===== config.mk =====
export PLATFORM = sky130hd
export DESIGN_NAME = uart_word_sender_flat
export DESIGN_NICKNAME = d
export VERILOG_FILES = /design/src/rtl/uart_word_sender_if.sv /design/src/rtl/uart_word_sender.sv /design/src/flat_wrapper.sv
export SDC_FILE = /design/constraint.sdc
export NUM_CORES = 1
export LEC_CHECK = 0
export ABC_CLOCK_PERIOD_IN_PS = 1730
export BUFFER_PORTS_ARGS = -buffer_cell sky130_fd_sc_hd__buf_2
export CAP_MARGIN = 20
export CORE_MARGIN = 5
export CORE_UTILIZATION = 45
export DETAILED_ROUTE_END_ITERATION = 6
export GPL_TIMING_DRIVEN = 0
export PLACE_DENSITY_LB_ADDON = 0.3
export SETUP_SLACK_MARGIN = 0.05
export SLEW_MARGIN = 20
export SYNTH_ARGS = -nofsm -noshare
export SYNTH_HDL_FRONTEND = slang
export SYNTH_SLANG_ARGS = --single-unit

===== constraint.sdc =====
create_clock -name clk -period 1.73 [get_ports clk]
set_input_delay 0.173 -clock clk [delete_from_list [all_inputs] [get_ports clk]]
set_output_delay 0.173 -clock clk [all_outputs]
set_load 0.03 [all_outputs]

===== src/rtl/uart_word_sender_if.sv =====
// Producer-side handshake for uart_word_sender: one WIDTH-bit word offered with valid/ready.
interface uart_word_sender_if #(
   parameter int WIDTH = 32
);
   logic [WIDTH-1:0] word_in;
   logic             word_valid;
   logic             word_ready;

   modport master (output word_in, output word_valid, input word_ready);
   modport slave  (input word_in, input word_valid, output word_ready);
endinterface


===== src/rtl/uart_word_sender.sv =====
// Splits an accepted WIDTH-bit word into bytes and feeds them one at a time to a UART
// transmitter, pacing on tx_ready and flagging a transmitter that never goes busy.
module uart_word_sender #(
   parameter int WIDTH        = 32,
   parameter bit MSB_FIRST    = 1'b1,
   parameter int BUSY_TIMEOUT = 4
) (
   input  logic                clk,
   input  logic                rst,
   uart_word_sender_if.slave   word,
   output logic                done,
   output logic                tx_err,
   output logic                tx_start,
   output logic [7:0]          tx_data,
   input  logic                tx_ready
);
   localparam int NBYTES = (WIDTH + 7) / 8;
   localparam int SREG_W = NBYTES * 8;
   localparam int CNT_W  = $clog2(NBYTES) + 1;
   localparam int TMR_W  = $clog2(BUSY_TIMEOUT + 1);

   typedef enum logic [1:0] {IDLE, SEND, WAIT_BUSY, WAIT_IDLE} state_t;

   state_t            state;
   state_t            state_next;
   logic [SREG_W-1:0] sreg;
   logic [CNT_W-1:0]  cnt;
   logic [TMR_W-1:0]  timer;
   logic              accept;
   logic              last_byte;
   logic              timeout;

   assign accept    = word.word_valid && word.word_ready;
   assign last_byte = (cnt == CNT_W'(NBYTES - 1));
   assign timeout   = (timer == TMR_W'(BUSY_TIMEOUT - 1));
   assign tx_data   = MSB_FIRST ? sreg[SREG_W-1 -: 8] : sreg[7:0];

   always_ff @(posedge clk) begin
      if (rst) begin
         state <= IDLE;
      end else begin
         state <= state_next;
      end
   end

   // The outgoing byte is always the edge byte of sreg, so shifting is what advances tx_data.
   always_ff @(posedge clk) begin
      if (rst) begin
         sreg   <= '0;
         cnt    <= '0;
         timer  <= '0;
         tx_err <= 1'b0;
      end else begin
         if (accept) begin
            sreg   <= SREG_W'(word.word_in);
            cnt    <= '0;
            tx_err <= 1'b0;
         end else if (state == WAIT_IDLE && tx_ready && !last_byte) begin
            sreg <= MSB_FIRST ? (sreg << 8) : (sreg >> 8);
            cnt  <= cnt + CNT_W'(1);
         end
         if (state == SEND) begin
            timer <= '0;
         end else if (state == WAIT_BUSY && tx_ready) begin
            timer <= timer + TMR_W'(1);
            if (timeout) begin
               tx_err <= 1'b1;
            end
         end
      end
   end

   always_comb begin
      state_next = state;
      case (state)
         IDLE:      if (accept) state_next = SEND;
         SEND:      if (tx_ready) state_next = WAIT_BUSY;
         WAIT_BUSY: if (!tx_ready || timeout) state_next = WAIT_IDLE;
         WAIT_IDLE: begin
            if (tx_ready) begin
               if (!last_byte) state_next = SEND;
               else            state_next = accept ? SEND : IDLE;
            end
         end
         default:   state_next = IDLE;
      endcase
   end

   // The final WAIT_IDLE cycle already counts as idle, so the next word can be taken alongside done.
   always_comb begin
      word.word_ready = 1'b0;
      done            = 1'b0;
      tx_start        = 1'b0;
      case (state)
         IDLE:      word.word_ready = 1'b1;
         SEND:      tx_start = tx_ready;
         WAIT_IDLE: begin
            if (tx_ready && last_byte) begin
               done            = 1'b1;
               word.word_ready = 1'b1;
            end
         end
         default:   ;
      endcase
      if (rst) begin
         tx_start = 1'b0;
         done     = 1'b0;
      end
   end
endmodule


===== src/flat_wrapper.sv =====
// flat-port wrapper written by rule: the top's interface ports become plain ports
module uart_word_sender_flat 
#(
   parameter int WIDTH        = 32,
   parameter bit MSB_FIRST    = 1'b1,
   parameter int BUSY_TIMEOUT = 4
)
  (clk, rst, done, tx_err, tx_start, tx_data, tx_ready, word_word_in, word_word_valid, word_word_ready);
  uart_word_sender_if #(.WIDTH(WIDTH)) word_i ();
  input  logic clk;
  input  logic rst;
  output logic done;
  output logic tx_err;
  output logic tx_start;
  output logic [7:0] tx_data;
  input  logic tx_ready;
  input wire logic [$bits(word_i.word_in)-1:0] word_word_in;
  input wire logic [$bits(word_i.word_valid)-1:0] word_word_valid;
  output wire logic [$bits(word_i.word_ready)-1:0] word_word_ready;
  assign word_i.word_in = word_word_in;
  assign word_i.word_valid = word_word_valid;
  assign word_word_ready = word_i.word_ready;
  uart_word_sender #(.WIDTH(WIDTH), .MSB_FIRST(MSB_FIRST), .BUSY_TIMEOUT(BUSY_TIMEOUT)) u_core (.clk(clk), .rst(rst), .word(word_i), .done(done), .tx_err(tx_err), .tx_start(tx_start), .tx_data(tx_data), .tx_ready(tx_ready));
endmodule

==> results.py <==
metrics = {
    "route": {
        "final_antenna_net_count": 0,
        "wirelength_um": 4860,
        "drtPass1Iterations": 4,
        "wire_per_inst_um": 15.0,
        "drt_iter0_drc": 73,
        "route.vias.total": 1653,
        "vias_per_cell": 5.12,
        "drcViolationCount": 0,
    },
    "grt": {
        "grtUsageTotal": 0.160,
        "grt_max_degree": 14,
        "grt_pass1_wl_um": 7730,
        "use_met3": 0.0351,
        "grt_antenna_before_repair": 0,
        "grt_use_met2": 0.268,
        "grt_pass1_vias": 1617,
        "met1_usage": 0.195,
        "grt-busiest-layer": "met2",
        "gr-total-overflow": 0,
    },
    "finish": {
        "antenna_cells": 0,
        "final_util": 0.580,
        "layout-drive-gt1-share": 0.476,
        "nets": 312,
        "fill_cells": 415,
        "syn_to_final_growth_pct": 26.1,
    },
    "power": {
        "power.total_mw": 4.60,
        "irDropWorstVdd_v": 0.000555,
        "p_leak_nw": 1.23,
        "powerDensity_nw_per_um2": 1690,
    },
    "sta": {
        "holdWs_ns": 0.109,
        "final_max_slew_viol_count": 0,
        "setup_viol": 0,
        "tightest_slew_ns": 0.767,
        "hold_viol": 0,
        "final.setup.tns_ns": 0,
        "min_period_over_period": 0.932,
        "clock-skew-final_ns": 0.00523,
        "rsz0062_at_grt": "true",
        "fmax_ghz": 0.620,
        "slew_headroom": 0.489,
        "min_period_ns": 1.61,
    },
    "synthesis": {
        "yosysTopAreaCellShare": 0.381,
        "synth_area_leaders": "dfxtp_1 (38%), a211oi_2 (14%), mux2i_1 (13%)",
        "synth.largest_area_cell": "dfxtp_1",
        "yosysSeqAreaShare": 0.381,
        "syn_avg_cell_area_sq_um": 10.1,
        "synth.distinct_cells": 30,
        "synth_warnings": 0,
        "synthesis.area_sq_um": 2160,
        "synth_seq_cells": 41,
        "synthCells": 213,
        "syn_nets": 257,
    },
    "status": {
        "status": "completed",
    },
    "cts": {
        "htreeDepth": 2,
        "clockBufferDepth": 2,
        "cts_tree": "yes",
        "path_clk_slew_ns": 0.08,
        "cts_root_buf": "clkbuf_8",
        "cts_made_buffers": 5,
        "cts.sinks": 41,
        "insertion_delay_ns": 0.30,
    },
    "critical_path": {
        "crit_arrival_ns": 1.83,
        "path_cells": "ha_2 -> ha_4 -> nand3b_1 -> buf_6 -> buf_12 -> mux2i_4 -> a211oi_2",
        "crit_slowest_cell": "dfxtp_2",
        "cpPeakStageDelay_ns": 0.33,
        "required_ns": 1.95,
        "cp-end-kind": "flop",
        "path_max_fanout": 10,
        "cp-start-kind": "flop",
        "path_class": "reg2reg",
    },
    "hold_path": {
        "hold_class": "in2reg",
    },
    "placed_design": {
        "portBuffers": 46,
        "hpwl_um": 3410,
        "place_congestion": 0.729,
    },
    "floorplan": {
        "die-area_sq_um": 6280,
        "io_pins": 48,
        "dieWidth_um": 79.2,
        "start_util": 0.460,
        "row_count": 25,
        "coreArea_sq_um": 4690,
        "die_height_um": 79.2,
    },
    "flow_run": {
        "drv_cap": 0,
    },
}
[flip-flops by register name, indices dropped and copies added, names as in the netlist]
| register | count |
|---|---|
| u_core.sreg | 32 |
| u_core.cnt | 3 |
| u_core.timer | 3 |
| u_core.state | 2 |
| u_core.tx_err | 1 |
[cell type report]
cell class                 instances  area [sq um]  share of cell area
clock inverter                     2          37.5              0.0138
sequential                        41           825               0.303
inverter                           5          18.8             0.00690
tap                               54          67.6              0.0248
buffer                            24           231              0.0851
timing repair buffer              48           249              0.0915
clock buffer                       6          82.6              0.0304
multi-input combinational        143          1210               0.444
[cell usage in the layout, fill, tap and decap left out, drive strengths merged]
| cell type | n |
|---|---|
| buf | 68 |
| dfxtp | 41 |
| nor2 | 33 |
| mux2i | 27 |
| a211oi | 24 |
| a21oi | 13 |
| nand2 | 10 |
| clkbuf | 10 |
| nand3 | 9 |
| ha | 8 |
| nor3 | 6 |
| inv | 5 |
| xor2 | 2 |
| nand2b | 2 |
| a31oi | 1 |
| nor2b | 1 |
| nand3b | 1 |
| o21ai | 1 |
| o21bai | 1 |
| o221ai | 1 |
| or3 | 1 |
| o31ai | 1 |
| nor3b | 1 |
| clkinvlp | 1 |
| bufinv | 1 |
[timing repair]
| item | 4_1_cts | 5_1_grt |
|---|---|---|
| buffers inserted | 2 | 0 |
| hold buffers | 0 | 0 |
| setup endpoints to repair | 35 | 39 |
| pin swaps | 1 | 6 |
| gates cloned | 0 | 0 |
| resized for setup | 12 | 21 |
[power by group]
part           switching (mW)  internal, mW  leakage, nW
Combinational            1.22          1.08        0.839
Sequential              0.216          1.26        0.338
Clock                   0.345         0.469       0.0574
[metrics by stage]
| stage | setup WS, ns | instance area (sq um) | instances |
|---|---|---|---|
| after floorplan | 0.0856 | 2160 | 213 |
| final | 0.117 | 2720 | 323 |
| after global placement | -0.0967 | 2450 | 313 |
| after global routing | 0.0474 | 2720 | 323 |
| after detailed placement | -0.107 | 2450 | 313 |
| after CTS | 0.0618 | 2650 | 323 |
[worst max-delay path, delay by kind of cell (launching register included)]
| kind | cells | cell delay, ns |
|---|---|---|
| fa+ha+maj | 2 | 0.37 |
| simple gates | 1 | 0.17 |
| mux | 1 | 0.18 |
| buf+inv | 2 | 0.30 |
| compound gates | 1 | 0.18 |
| flops | 1 | 0.33 |
[worst paths after layout]
| path | start | endpoint | slack (ns) | cells past startpoint |
|---|---|---|---|---|
| setup / recovery | u_core.cnt[0]$_SDFFE_PP0P_ | u_core.sreg[21]$_SDFFE_PP0P_ | 0.12 | 7 |
| hold / removal | word_word_in[1] | u_core.sreg[1]$_SDFFE_PP0P_ | 0.11 | 3 |
| setup reg to reg | u_core.cnt[0]$_SDFFE_PP0P_ | u_core.sreg[21]$_SDFFE_PP0P_ | 0.12 | 7 |
| hold reg to reg | u_core.sreg[6]$_SDFFE_PP0P_ | u_core.sreg[6]$_SDFFE_PP0P_ | 0.47 | 2 |
[kinds of logic (layout without fill, tap and decap cells)]
family	Yosys count	in the layout	synth area share
muxes	27	27	0.125
AOI/OAI and AO/OA	42	42	0.200
xor gates and xnor gates	2	2	0.00812
DFF	41	41	0.381
buffers and inverters	29	85	0.0963
and+or+nand+nor	64	64	0.143
adders and majority gates	8	8	0.0464
[cells in the mapped netlist]
| library cell | number |
|---|---|
| clkbuf_1 | 4 |
| buf_1 | 1 |
| nor2b_1 | 1 |
| buf_4 | 9 |
| a31oi_2 | 1 |
| a211oi_2 | 24 |
| ha_1 | 8 |
| xor2_1 | 2 |
| or3_1 | 1 |
| o31ai_1 | 1 |
| nand3_2 | 5 |
| dfxtp_1 | 41 |
| nand2_1 | 10 |
| buf_2 | 3 |
| o21bai_1 | 1 |
| buf_6 | 6 |
| a21oi_1 | 8 |
| o221ai_2 | 1 |
| nor3_1 | 6 |
| nand2b_4 | 1 |
| o21ai_0 | 1 |
| nor2_1 | 33 |
| nand3_1 | 4 |
| a21oi_2 | 5 |
| inv_1 | 5 |
| nand2b_1 | 1 |
| buf_12 | 1 |
| nor3b_1 | 1 |
| nand3b_1 | 1 |
| mux2i_1 | 27 |
[layer usage]
metal / wire (um) / up-vias
met5: 0 / -
met4: 113 / 0
met3: 245 / 9
met2: 2330 / 38
met1: 2180 / 754
li1: - / 852
(Power assumes the default switching activity.)
